$ cat src/rtl/mips_ctrl_pkg.sv
// rtl/mips_ctrl_pkg.sv - opcode/funct constants, ALU encodings and FSM states
// Purpose: shared definitions for the multicycle MIPS controller.
// Ports: none (package).
package mips_ctrl_pkg;

  // Opcodes (instr[31:26])
  localparam logic [5:0] OP_RTYPE = 6'h00;
  localparam logic [5:0] OP_J     = 6'h02;
  localparam logic [5:0] OP_BEQ   = 6'h04;
  localparam logic [5:0] OP_ADDI  = 6'h08;
  localparam logic [5:0] OP_HALT  = 6'h0C;
  localparam logic [5:0] OP_LW    = 6'h23;
  localparam logic [5:0] OP_SW    = 6'h2B;

  // Funct codes (instr[5:0])
  localparam logic [5:0] FN_ADD = 6'h20;
  localparam logic [5:0] FN_SUB = 6'h22;
  localparam logic [5:0] FN_AND = 6'h24;
  localparam logic [5:0] FN_OR  = 6'h25;
  localparam logic [5:0] FN_SLT = 6'h2A;

  // ALU control encodings
  localparam logic [2:0] ALU_AND = 3'b000;
  localparam logic [2:0] ALU_OR  = 3'b001;
  localparam logic [2:0] ALU_ADD = 3'b010;
  localparam logic [2:0] ALU_SUB = 3'b110;
  localparam logic [2:0] ALU_SLT = 3'b111;

  typedef enum logic [3:0] {
    S_FETCH    = 4'd0,
    S_DECODE   = 4'd1,
    S_MEMADR   = 4'd2,
    S_MEMRD    = 4'd3,
    S_MEMWB    = 4'd4,
    S_MEMWR    = 4'd5,
    S_RTYPE_EX = 4'd6,
    S_ALUWB    = 4'd7,
    S_BEQ      = 4'd8,
    S_ADDI_EX  = 4'd9,
    S_ADDI_WB  = 4'd10,
    S_JUMP     = 4'd11,
    S_HALT     = 4'd12,
    S_ERROR    = 4'd13
  } state_t;

endpackage

$ cat src/rtl/alu_decoder.sv
// rtl/alu_decoder.sv - funct field to 3-bit ALU control decode
// Purpose: combinational decode of the R-type funct field.
// Ports: i_funct (6) funct field in; o_alu (3) ALU control out.
module alu_decoder
  import mips_ctrl_pkg::*;
(
  input  logic [5:0] i_funct,
  output logic [2:0] o_alu
);

  always_comb begin
    o_alu = ALU_ADD;  // unknown funct codes fall back to ADD
    case (i_funct)
      FN_ADD:  o_alu = ALU_ADD;
      FN_SUB:  o_alu = ALU_SUB;
      FN_AND:  o_alu = ALU_AND;
      FN_OR:   o_alu = ALU_OR;
      FN_SLT:  o_alu = ALU_SLT;
      default: o_alu = ALU_ADD;
    endcase
  end

endmodule

$ cat src/rtl/multicycle_controller.sv
// rtl/multicycle_controller.sv - multicycle MIPS control FSM with memory wait timeout
// Purpose: Moore control FSM for a multicycle MIPS datapath. Memory states wait
//   on mem_ready; MEM_TIMEOUT consecutive not-ready cycles trap into ERROR.
// Optional feature: define MCU_HALT_EN to make opcode 0x0C enter HALT;
//   otherwise 0x0C is illegal and halted is tied low.
// Ports:
//   clk, reset (async, active high)
//   instr[31:0], zero, mem_ready            - inputs
//   mem_read, mem_write, iord, ir_write     - memory controls
//   pc_write, branch, mem_to_reg, reg_dst, reg_write, alu_src_a,
//   alu_src_b[1:0], pc_src[1:0], alucontrol[ALU_W-1:0] - datapath controls
//   halted, error, illegal_op, state_o[3:0] - status
module multicycle_controller
  import mips_ctrl_pkg::*;
#(
  parameter int ALU_W       = 3,
  parameter int MEM_TIMEOUT = 16
) (
  input  logic             clk,
  input  logic             reset,
  input  logic [31:0]      instr,
  input  logic             zero,
  input  logic             mem_ready,
  output logic             mem_read,
  output logic             mem_write,
  output logic             iord,
  output logic             ir_write,
  output logic             pc_write,
  output logic             branch,
  output logic             mem_to_reg,
  output logic             reg_dst,
  output logic             reg_write,
  output logic             alu_src_a,
  output logic [1:0]       alu_src_b,
  output logic [1:0]       pc_src,
  output logic [ALU_W-1:0] alucontrol,
  output logic             halted,
  output logic             error,
  output logic             illegal_op,
  output logic [3:0]       state_o
);

  localparam int CNT_W = $clog2(MEM_TIMEOUT + 1);

  state_t           r_state;
  state_t           w_next;
  logic [CNT_W-1:0] r_wait_cnt;
  logic [5:0]       w_opcode;
  logic [2:0]       w_funct_alu;
  logic [2:0]       w_alu;
  logic             w_mem_state;
  logic             w_timeout;
  logic             w_unused_instr;

  assign w_opcode       = instr[31:26];
  assign w_unused_instr = ^instr[25:6];

  alu_decoder u_alu_decoder (
    .i_funct (instr[5:0]),
    .o_alu   (w_funct_alu)
  );

  assign w_mem_state = (r_state == S_FETCH) || (r_state == S_MEMRD) || (r_state == S_MEMWR);
  // Fires on the MEM_TIMEOUT-th consecutive not-ready cycle; mem_ready overrides it.
  assign w_timeout   = !mem_ready && (r_wait_cnt == CNT_W'(MEM_TIMEOUT - 1));

  always_ff @(posedge clk or posedge reset) begin
    if (reset) begin
      r_state    <= S_FETCH;
      r_wait_cnt <= '0;
    end else begin
      r_state <= w_next;
      // Any state change clears the counter, which covers every entry into a wait state.
      if (w_next != r_state) begin
        r_wait_cnt <= '0;
      end else if (w_mem_state && !mem_ready) begin
        r_wait_cnt <= r_wait_cnt + CNT_W'(1);
      end
    end
  end

  always_comb begin
    w_next     = r_state;
    mem_read   = 1'b0;
    mem_write  = 1'b0;
    iord       = 1'b0;
    ir_write   = 1'b0;
    pc_write   = 1'b0;
    branch     = 1'b0;
    mem_to_reg = 1'b0;
    reg_dst    = 1'b0;
    reg_write  = 1'b0;
    alu_src_a  = 1'b0;
    alu_src_b  = 2'b00;
    pc_src     = 2'b00;
    w_alu      = 3'b000;
    illegal_op = 1'b0;
    case (r_state)
      S_FETCH: begin
        mem_read  = 1'b1;
        alu_src_b = 2'b01;
        w_alu     = ALU_ADD;
        if (mem_ready) begin
          // Gated with reset so the pulse stays low while reset holds the FSM in FETCH.
          ir_write = !reset;
          pc_write = !reset;
          w_next   = S_DECODE;
        end else if (w_timeout) begin
          w_next = S_ERROR;
        end
      end
      S_DECODE: begin
        alu_src_b = 2'b11;
        w_alu     = ALU_ADD;
        case (w_opcode)
          OP_LW, OP_SW: w_next = S_MEMADR;
          OP_RTYPE:     w_next = S_RTYPE_EX;
          OP_BEQ:       w_next = S_BEQ;
          OP_ADDI:      w_next = S_ADDI_EX;
          OP_J:         w_next = S_JUMP;
`ifdef MCU_HALT_EN
          OP_HALT:      w_next = S_HALT;
`endif
          default: begin
            illegal_op = 1'b1;
            w_next     = S_FETCH;
          end
        endcase
      end
      S_MEMADR: begin
        alu_src_a = 1'b1;
        alu_src_b = 2'b10;
        w_alu     = ALU_ADD;
        w_next    = (w_opcode == OP_SW) ? S_MEMWR : S_MEMRD;
      end
      S_MEMRD: begin
        mem_read = 1'b1;
        iord     = 1'b1;
        if (mem_ready)      w_next = S_MEMWB;
        else if (w_timeout) w_next = S_ERROR;
      end
      S_MEMWB: begin
        reg_write  = 1'b1;
        mem_to_reg = 1'b1;
        w_next     = S_FETCH;
      end
      S_MEMWR: begin
        mem_write = 1'b1;
        iord      = 1'b1;
        if (mem_ready)      w_next = S_FETCH;
        else if (w_timeout) w_next = S_ERROR;
      end
      S_RTYPE_EX: begin
        alu_src_a = 1'b1;
        w_alu     = w_funct_alu;
        w_next    = S_ALUWB;
      end
      S_ALUWB: begin
        reg_write = 1'b1;
        reg_dst   = 1'b1;
        w_next    = S_FETCH;
      end
      S_BEQ: begin
        alu_src_a = 1'b1;
        w_alu     = ALU_SUB;
        branch    = 1'b1;
        pc_src    = 2'b01;
        pc_write  = zero;
        w_next    = S_FETCH;
      end
      S_ADDI_EX: begin
        alu_src_a = 1'b1;
        alu_src_b = 2'b10;
        w_alu     = ALU_ADD;
        w_next    = S_ADDI_WB;
      end
      S_ADDI_WB: begin
        reg_write = 1'b1;
        w_next    = S_FETCH;
      end
      S_JUMP: begin
        pc_write = 1'b1;
        pc_src   = 2'b10;
        w_next   = S_FETCH;
      end
      S_HALT:  w_next = S_HALT;
      S_ERROR: w_next = S_ERROR;
      default: w_next = S_ERROR;
    endcase
  end

  assign alucontrol = ALU_W'(w_alu);
  assign error      = (r_state == S_ERROR);
  assign state_o    = r_state;

`ifdef MCU_HALT_EN
  assign halted = (r_state == S_HALT);
`else
  assign halted = 1'b0;
`endif

endmodule

$ cat config.mk
export PLATFORM = sky130hd
export DESIGN_NAME = multicycle_controller
export DESIGN_NICKNAME = d
export VERILOG_FILES = /design/src/rtl/mips_ctrl_pkg.sv /design/src/rtl/alu_decoder.sv /design/src/rtl/multicycle_controller.sv
export SDC_FILE = /design/constraint.sdc
export NUM_CORES = 1
export LEC_CHECK = 0
export BUFFER_PORTS_ARGS = -buffer_cell sky130_fd_sc_hd__buf_2
export CAP_MARGIN = 10
export CORE_MARGIN = 2
export CORE_UTILIZATION = 39
export DETAILED_ROUTE_END_ITERATION = 10
export PLACE_DENSITY = 0.88
export RECOVER_POWER = 100
export SLEW_MARGIN = 10
export SYNTH_ARGS = -nofsm -noshare
export SYNTH_HDL_FRONTEND = slang
export SYNTH_SLANG_ARGS = --single-unit
$ cat constraint.sdc
create_clock -name clk -period 2.2 [get_ports clk]
set_clock_uncertainty 0.15 [all_clocks]
set_input_delay 0.44 -clock clk [delete_from_list [all_inputs] [get_ports clk]]
set_output_delay 0.44 -clock clk [all_outputs]
set_load 0.01 [all_outputs]
==> results of run 1 <==
## sequential cells by signal, summed over array words and instances, names as in the netlist
name	flops
r_wait_cnt	5
state_o	4
## cell type report
cell class / count / area [sq um] / share of cell area
Multi-Input combinational cell: 107 / 820 / 0.532
Timing Repair Buffer: 64 / 413 / 0.268
Sequential cell: 9 / 225 / 0.146
Tap cell: 30 / 37.5 / 0.0244
Clock buffer: 4 / 26.3 / 0.0171
Inverter: 5 / 18.8 / 0.0122
## worst max-delay path: cells and delay by family (launching register included)
kind / cells / cell delay, ns
adder cells (fa/ha/maj): 2 / 0.35
flip-flops: 1 / 0.39
AO/OA/AOI/OAI: 3 / 0.49
buffers and inverters: 1 / 0.15
AND/OR/NAND/NOR: 3 / 0.88
## layout by cell type (no fill, tap or decap), types with 3 or more instances in the layout
| cell type | n |
|---|---|
| buf_2 | 36 |
| buf_4 | 20 |
| nor2_1 | 16 |
| dfrtp_1 | 9 |
| nor3_1 | 7 |
| a21oi_1 | 5 |
| clkbuf_1 | 5 |
| nand2_1 | 4 |
| xnor2_1 | 4 |
| a31oi_1 | 4 |
| inv_1 | 4 |
| nand2b_1 | 3 |
| xor2_1 | 3 |
| nand2_2 | 3 |
| o21ai_1 | 3 |
| o22ai_1 | 3 |
| o21ai_0 | 3 |
| nor4_1 | 3 |
| clkbuf_4 | 3 |
## power by group through the flow
| stage | combinational, W | clock (W) | sequential, W |
|---|---|---|---|
| 3_3_place_gp | 0.00116 | 0 | 0.000261 |
| 3_5_place_dp | 0.00117 | 0 | 0.000265 |
| 5_1_grt | 0.00172 | 0.000144 | 0.000274 |
| 4_1_cts | 0.00125 | 0.000131 | 0.000269 |
| 6_report | 0.00160 | 0.000132 | 0.000271 |
| 2_1_floorplan | 0.000754 | 0 | 0.000267 |
## cell families after synthesis
logic type      Yosys count  synth area share
buf+inv                  16            0.0793
other cells               1           0.00383
compound gates           33             0.237
flops                     9             0.230
xor+xnor                  7            0.0627
mux                       2            0.0205
simple gates             62             0.341
fa+ha+maj                 2            0.0256
## synth_stat cells, drive strengths merged, types with 4 or more instances
cell type | n | area share
a21oi | 5 | 0.026
nor3 | 8 | 0.041
clkbuf | 5 | 0.019
o21ai | 6 | 0.031
dfrtp | 9 | 0.23
a31oi | 4 | 0.026
buf | 6 | 0.041
xnor2 | 4 | 0.036
nand2 | 7 | 0.027
nor2 | 19 | 0.073
nor4 | 6 | 0.038
nand2b | 5 | 0.032
inv | 5 | 0.019
## timing repair
item	4_1_cts	5_1_grt
setup buffers	2	8
setup endpoints to repair	8	15
gates resized for setup	9	19
pin swaps	0	7
gates cloned	0	1
## layer usage
metal / GRT usage / up-vias / share of wire / wire length (microns)
met5: 0 / - / 0 / 0
met4: 0.0625 / 0 / 0.019 / 65
met3: 0.0306 / 8 / 0.10 / 357
met2: 0.352 / 86 / 0.51 / 1760
met1: 0.269 / 596 / 0.37 / 1290
li1: - / 596 / - / -
## worst paths after layout
check | start | cells after the start | endpoint
max in group asynchronous | reset | 3 | r_wait_cnt[0]
min | reset | 3 | state_o[2]
min in group clk | instr[30] | 4 | state_o[1]
min reg2reg | r_wait_cnt[3] | 3 | r_wait_cnt[3]
max reg2reg | r_wait_cnt[1] | 9 | r_wait_cnt[0]
max | r_wait_cnt[1] | 9 | r_wait_cnt[0]
## stage by stage
step	cell area (sq um)	total power (W)	std cells	utilization	setup slack, ns
4_1_cts	1380	0.00165	211	0.568	-0.250
3_5_place_dp	1300	0.00144	205	0.534	-0.237
3_3_place_gp	1300	0.00142	205	0.534	-0.181
6_report	1540	0.00200	219	0.633	-0.318
5_1_grt	1540	0.00214	219	0.633	-0.385
2_1_floorplan	998	0.00102	132	-	-0.109
==> impl_metrics.json, run 1 <==
{
  "endpoint_kind": "flop",
  "area_growth_pct": 57.4,
  "internal_power_w": 0.00101,
  "fmaxAchievable_mhz": 397,
  "leakagePower_nw": 0.710,
  "core-area_sq_mm": 0.00243,
  "grt_max_degree": 19,
  "fin_tns_setup_ns": -1.47,
  "p_per_area_mw_per_mm2": 1300,
  "report.final.hold_viol_count": 0,
  "num_rows": 18,
  "cp.arrival_ns": 2.52,
  "switching_power_w": 0.000990,
  "initial_core_util": 0.402,
  "p_comb_frac": 0.799,
  "cp_max_fo": 5,
  "num_antenna_cells": 0,
  "vias_per_cell": 5.87,
  "rsz0062_at_grt": "true",
  "cts_max_path_buffers": 2,
  "seq_power_share": 0.136,
  "port_buffers": 38,
  "synth-main-ff-cell": "dfrtp_1",
  "antenna_found_initial": 0,
  "required_ns": 2.20,
  "critical_path_class": "reg -> reg",
  "slowest_stage": "or4b_4",
  "syn_area_per_cell_sq_um": 7.41,
  "die_x_microns": 54.1,
  "hold-worst-slack_ns": 0.147,
  "drtIter0Drc": 36,
  "setup_violations": 6,
  "clockPowerShare": 0.066,
  "async_reset_ff_frac": 1.00,
  "timing.final.crit_period_ns": 2.52,
  "numCtsBuffers": 3,
  "cts_tree": "built",
  "yosysSeqAreaShare": 0.230,
  "clock_latency_ns": 0.26,
  "synthCells": 132,
  "ys_ff_latch": 9,
  "grt_pass1_vias": 977,
  "fillers": 202,
  "die_y_microns": 54.1,
  "min_path_type": "in -> async",
  "ios": 60,
  "cts_root_buffer": "clkbuf_4",
  "via_count": 1286,
  "maxSlewHeadroom": 0.529,
  "synth_cell_types": 48,
  "violations": "negative setup slack",
  "drv_cap": 0,
  "status": "finished with violations",
  "grt_use_total": 0.207,
  "wl_per_cell_microns": 15.9,
  "finalNetCount": 228,
  "start_kind": "flop",
  "dp_hpwl_microns": 2110,
  "r2r_setup_slack_ns": -0.32,
  "setup_slack_ns": -0.318,
  "synth_area_sq_um": 978,
  "ant_nets": 0,
  "gp_congestion": 0.813,
  "slew_viol_final": 0,
  "synth_edf_count": 0,
  "ys_warn_count": 0,
  "clock_sinks": 9,
  "tightest_slew_ns": 0.707,
  "syn_nets": 170,
  "crit_chain": "ha_2 -> and3_4 -> ha_4 -> or4b_4 -> a211oi_4 -> a21o_1 -> a22oi_2 -> buf_6 -> nor4_2",
  "route.detailed.drc": 0,
  "final_layout_size_suffix_gt1_frac": 0.460,
  "cts_hold_buf": 0,
  "overflow": 0,
  "die_area_sq_mm": 0.00293,
  "grt_pass1_wl_microns": 4480,
  "swShare": 0.495,
  "firstDrtPassIters": 4,
  "post-route-period-util": 1.14,
  "irDropWorstVdd_uv": 622,
  "max_stage_delay_ns": 0.50,
  "cts_max_level": 1,
  "path_clk_slew_ns": 0.07,
  "wirelength_microns": 3470
}
Power figures use the tool's default switching activity.
==> run 2, diff against run 1 <==
--- a/config.mk
+++ b/config.mk
@@ -8,9 +8,9 @@
 export BUFFER_PORTS_ARGS = -buffer_cell sky130_fd_sc_hd__buf_2
 export CAP_MARGIN = 10
 export CORE_MARGIN = 2
-export CORE_UTILIZATION = 39
+export CORE_UTILIZATION = 43
 export DETAILED_ROUTE_END_ITERATION = 10
-export PLACE_DENSITY = 0.88
+export PLACE_DENSITY = 0.91
 export RECOVER_POWER = 100
 export SLEW_MARGIN = 10
 export SYNTH_ARGS = -nofsm -noshare
==> constraint.sdc (replaced) <==
create_clock -name clk -period 2.8 [get_ports clk]
set_clock_uncertainty 0.15 [all_clocks]
set_input_delay 0.56 -clock clk [delete_from_list [all_inputs] [get_ports clk]]
set_output_delay 0.56 -clock clk [all_outputs]
set_load 0.01 [all_outputs]
==> run 2 against run 1 <==
Net effect: the flow now finishes without violations; via count shrank 14%; final cell count shrank 11%; setup slack better by 0.48 ns; critical path type unchanged.
==> impl_metrics.json, run 2 (same netlist as run 1, synthesis figures left out) <==
{
  "overflow": 0,
  "drv_cap": 0,
  "setup_slack_ns": 0.163,
  "ff_latch_area_sq_um": 225,
  "num_rows": 17,
  "cts_setup_buffers": 0,
  "path_clk_slew_ns": 0.06,
  "cts_root_buffer": "clkbuf_4",
  "largest_register_ffs": 5,
  "die_x_microns": 51.7,
  "cts_max_level": 1,
  "wl_per_cell_microns": 12.9,
  "leakagePower_nw": 0.510,
  "die_area_sq_mm": 0.00267,
  "cts_tree": "built",
  "largest_register": "r_wait_cnt",
  "clock_latency_ns": 0.27,
  "core-area_sq_mm": 0.00219,
  "grt_pass1_vias": 984,
  "num_antenna_cells": 0,
  "fin_tns_setup_ns": 0,
  "die_y_microns": 51.7,
  "rsz0062_at_grt": "false",
  "route.detailed.drc": 0,
  "wirelength_microns": 2520,
  "initial_core_util": 0.447,
  "antenna_found_initial": 0,
  "hold-worst-slack_ns": 0.274,
  "critical_path_class": "reg -> reg",
  "fmaxAchievable_mhz": 379,
  "start_kind": "flop",
  "mostFrequentLayoutCells": "clkbuf_1, nor2_1, buf_2",
  "grt_use_total": 0.195,
  "final-instance-count-excl-fill": 196,
  "firstDrtPassIters": 4,
  "fillers": 231,
  "maxSlewHeadroom": 0.588,
  "cts_hold_buf": 0,
  "vias_per_cell": 5.64,
  "report.final.hold_viol_count": 0,
  "setup_violations": 0,
  "dp_slack_ns": 0.115,
  "place_inst": 192,
  "r2r-start": "r_wait_cnt[0]",
  "status": "finished, final reports clean",
  "area_growth_pct": 20.3,
  "numCtsBuffers": 3,
  "required_ns": 2.80,
  "via_count": 1105,
  "final_layout_size_suffix_gt1_frac": 0.173,
  "post-route-period-util": 0.942,
  "ant_nets": 0,
  "ios": 60,
  "grt_max_degree": 23,
  "port_buffers": 38,
  "cts_max_path_buffers": 2,
  "drtIter0Drc": 22,
  "endpoint_kind": "flop",
  "dp_hpwl_microns": 1990,
  "worstSetupStartpoint": "r_wait_cnt[0]",
  "irDropWorstVdd_uv": 451,
  "cp.arrival_ns": 2.64,
  "min_path_type": "in -> async",
  "slew_viol_final": 0,
  "final_common_cell": "clkbuf_1",
  "finalNetCount": 207,
  "cts_resized": 0,
  "tightest_slew_ns": 0.619,
  "multi_input_area_sq_um": 676,
  "clock_sinks": 9,
  "timing.final.crit_period_ns": 2.64,
  "cp_max_fo": 5,
  "gp_congestion": 0.968,
  "p_per_area_mw_per_mm2": 943,
  "grt_pass1_wl_microns": 4000
}
run 2: cell count changes in the layout (fill, tap and decap cells not counted), sizes merged:
cell,change
buf,-37
clkbuf,+16
run 2: critical path: stages, from the launching register on:
cell,delay (ns)
dfrtp_1,0.40
ha_1,0.22
and3_1,0.18
ha_1,0.23
or4b_4,0.49
a211oi_2,0.27
a21o_1,0.14
a22oi_2,0.12
nor4_1,0.32
run 2: per-stage QoR:
stage,instance area (sq um),util,total power [W]
after global routing,1180,0.537,0.00122
final,1180,0.537,0.00111
after global placement,1180,0.540,0.00102
after detailed placement,1180,0.540,0.00104
after CTS,1210,0.552,0.00115
after floorplan,978,-,0.000798
run 2: final cells by class:
type | count | share of cell area
Multi-Input combinational cell | 107 | 0.574
Sequential cell | 9 | 0.191
Timing Repair Buffer | 43 | 0.167
Tap cell | 28 | 0.0298
Clock buffer | 4 | 0.0223
Inverter | 5 | 0.0159
run 2: metal layers:
layer / wire length (microns) / vias up / track usage / part of all wire
met2: 1210 / 39 / 0.348 / 0.48
li1: - / 560 / - / -
met3: 179 / 6 / 0.0374 / 0.071
met4: 41 / 0 / 0.0702 / 0.016
met1: 1090 / 500 / 0.230 / 0.43
met5: 0 / - / 0 / 0
run 2: report_power, final:
group	internal, W	switching (W)
Clock	0.0000550	0.0000467
Combinational	0.000305	0.000511
Sequential	0.000165	0.0000286
Total	0.000524	0.000587
run 2: final timing paths:
kind,slack (ns),cells past startpoint,to
max,0.16,8,r_wait_cnt[2]
min,0.27,3,r_wait_cnt[1]
max reg2reg,0.16,8,r_wait_cnt[2]
min reg2reg,0.40,2,r_wait_cnt[3]
max in group asynchronous,1.88,3,r_wait_cnt[2]
min in group clk,0.40,2,r_wait_cnt[3]
==> run 3, diff against run 2 <==
--- a/config.mk
+++ b/config.mk
@@ -7,7 +7,6 @@
 export LEC_CHECK = 0
 export BUFFER_PORTS_ARGS = -buffer_cell sky130_fd_sc_hd__buf_2
 export CAP_MARGIN = 10
-export CORE_MARGIN = 2
 export CORE_UTILIZATION = 43
 export DETAILED_ROUTE_END_ITERATION = 10
 export PLACE_DENSITY = 0.91
==> run 3 against run 2 <==
Net effect: wire length grew 6.3%; via count grew 2.9%; first-iteration DRC count grew 45%; combinational power grew 4.2%; register-to-register slack lost 0.02 ns; fmax shrank 0.76%; critical path depth is the same; global-route usage grew 2.8 points; critical endpoint is now r_wait_cnt[3]; final cell count shrank 0.51%; setup slack lost 0.020 ns.
==> impl_metrics.json, run 3 (same netlist as run 1, synthesis figures left out) <==
{
  "status": "finished, final reports clean",
  "switching_power_w": 0.000617,
  "seq_power_share": 0.172,
  "r2r.worst_path.cells": 8,
  "finalNetCount": 207,
  "cts_tree": "built",
  "leakagePower_nw": 0.510,
  "num_rows": 16,
  "placed_area_sq_mm": 0.00118,
  "drtIter0Drc": 32,
  "clock_sinks": 9,
  "antenna_found_initial": 0,
  "grt_pass1_vias": 1102,
  "rsz0062_at_grt": "false",
  "r2r_setup_slack_ns": 0.14,
  "cts_max_path_buffers": 2,
  "slew_viol_final": 0,
  "final-instance-count-excl-fill": 195,
  "maxSlewHeadroom": 0.624,
  "dp_slack_ns": 0.171,
  "internal_power_w": 0.000533,
  "final_layout_size_suffix_gt1_frac": 0.185,
  "final_common_cell": "clkbuf_1",
  "area_growth_pct": 22.5,
  "r2r-end": "r_wait_cnt[3]",
  "num_antenna_cells": 0,
  "cp_max_fo": 5,
  "route.detailed.drc": 0,
  "utilization": 0.587,
  "largest_register_ffs": 5,
  "gp_congestion": 0.899,
  "critical_path_class": "reg -> reg",
  "fmaxAchievable_mhz": 376,
  "path_clk_slew_ns": 0.06,
  "dp_hpwl_microns": 2000,
  "required_ns": 2.81,
  "p_per_area_mw_per_mm2": 960,
  "via_count": 1137,
  "initial_core_util": 0.479,
  "grt_max_degree": 23,
  "vias_per_cell": 5.83,
  "place_inst": 191,
  "timing.final.crit_period_ns": 2.66,
  "die_y_microns": 49.7,
  "mostFrequentLayoutCells": "clkbuf_1, nor2_1, buf_2",
  "min_path_type": "in -> async",
  "swShare": 0.537,
  "cts_hold_buf": 0,
  "firstDrtPassIters": 4,
  "cts_max_level": 1,
  "numCtsBuffers": 3,
  "fin_tns_setup_ns": 0,
  "cts_root_buffer": "clkbuf_4",
  "postLayoutCellArea_sq_mm": 0.00120,
  "port_buffers": 38,
  "die_area_sq_mm": 0.00247,
  "wirelength_microns": 2680,
  "irDropWorstVdd_uv": 464,
  "grt_pass1_wl_microns": 4320,
  "setup_slack_ns": 0.142,
  "post-route-period-util": 0.949,
  "overflow": 0,
  "die_x_microns": 49.7,
  "report.final.hold_viol_count": 0,
  "start_kind": "flop",
  "p_comb_frac": 0.739,
  "cp.arrival_ns": 2.66,
  "clock_latency_ns": 0.26,
  "r2r-start": "r_wait_cnt[0]",
  "ant_nets": 0,
  "grt_use_total": 0.223,
  "clockPowerShare": 0.089,
  "drv_cap": 0,
  "wl_per_cell_microns": 13.7,
  "largest_register": "r_wait_cnt",
  "ios": 60,
  "tightest_slew_ns": 0.548,
  "core-area_sq_mm": 0.00204,
  "setup_violations": 0,
  "endpoint_kind": "flop"
}
## run 3: cell counts in the layout (fill, tap and decap cells not counted)
Identical to the previous run, type by type.
## run 3: per-stage QoR
| step | power, W | hold WS [ns] |
|---|---|---|
| floorplan | 0.000798 | 0.243 |
| global placement | 0.00101 | 0.389 |
| detailed placement | 0.00105 | 0.389 |
| CTS | 0.00115 | 0.141 |
| global route | 0.00124 | 0.329 |
| finish | 0.00115 | 0.272 |
## run 3: final cells by class
| class | count | area, sq um |
|---|---|---|
| Multi-Input combinational cell | 107 | 696 |
| Sequential cell | 9 | 225 |
| Inverter | 5 | 18.8 |
| Timing Repair Buffer | 43 | 199 |
| Fill cell | 197 | 843 |
| Tap cell | 27 | 33.8 |
| Clock buffer | 4 | 26.3 |
## run 3: worst max path at each step
stage                        startpoint            end  slack [ns]
after global routing      r_wait_cnt[0]  r_wait_cnt[0]        0.01
after detailed placement  r_wait_cnt[0]  r_wait_cnt[0]        0.17
final                     r_wait_cnt[0]  r_wait_cnt[3]        0.14
after floorplan           r_wait_cnt[0]  r_wait_cnt[0]        0.38
after CTS                 r_wait_cnt[0]  r_wait_cnt[2]        0.11
after global placement    r_wait_cnt[0]  r_wait_cnt[3]        0.25
## run 3: routing by layer
| layer | vias up | wire [microns] | share of wire | track usage |
|---|---|---|---|---|
| li1 | 553 | - | - | - |
| met1 | 537 | 1070 | 0.40 | 0.228 |
| met2 | 45 | 1370 | 0.51 | 0.437 |
| met3 | 2 | 213 | 0.079 | 0.0679 |
| met4 | 0 | 26 | 0.0097 | 0.0429 |
| met5 | - | 0 | 0 | 0 |
## run 3: repair_timing
action / in CTS / in global routing
setup endpoints to repair: 0 / 2
endpoints found under the hold margin: 0 / 0
gates resized for setup: 0 / 3
setup buffers: 0 / 0
## run 3: power by group through the flow
stage	logic (W)	clock network, W	registers [W]
final	0.000850	0.000102	0.000198
after global routing	0.000926	0.000110	0.000201
after CTS	0.000851	0.000103	0.000197
after detailed placement	0.000848	0	0.000199
after global placement	0.000813	0	0.000198
after floorplan	0.000589	0	0.000209
## run 3: worst max-delay path: stages (launching register included)
cell      delay [ns]
dfrtp_1         0.41
ha_1            0.22
and3_1          0.19
ha_1            0.26
or4b_4          0.52
a211oi_4        0.25
a21o_1          0.12
a22oi_2         0.12
nor4_1          0.30
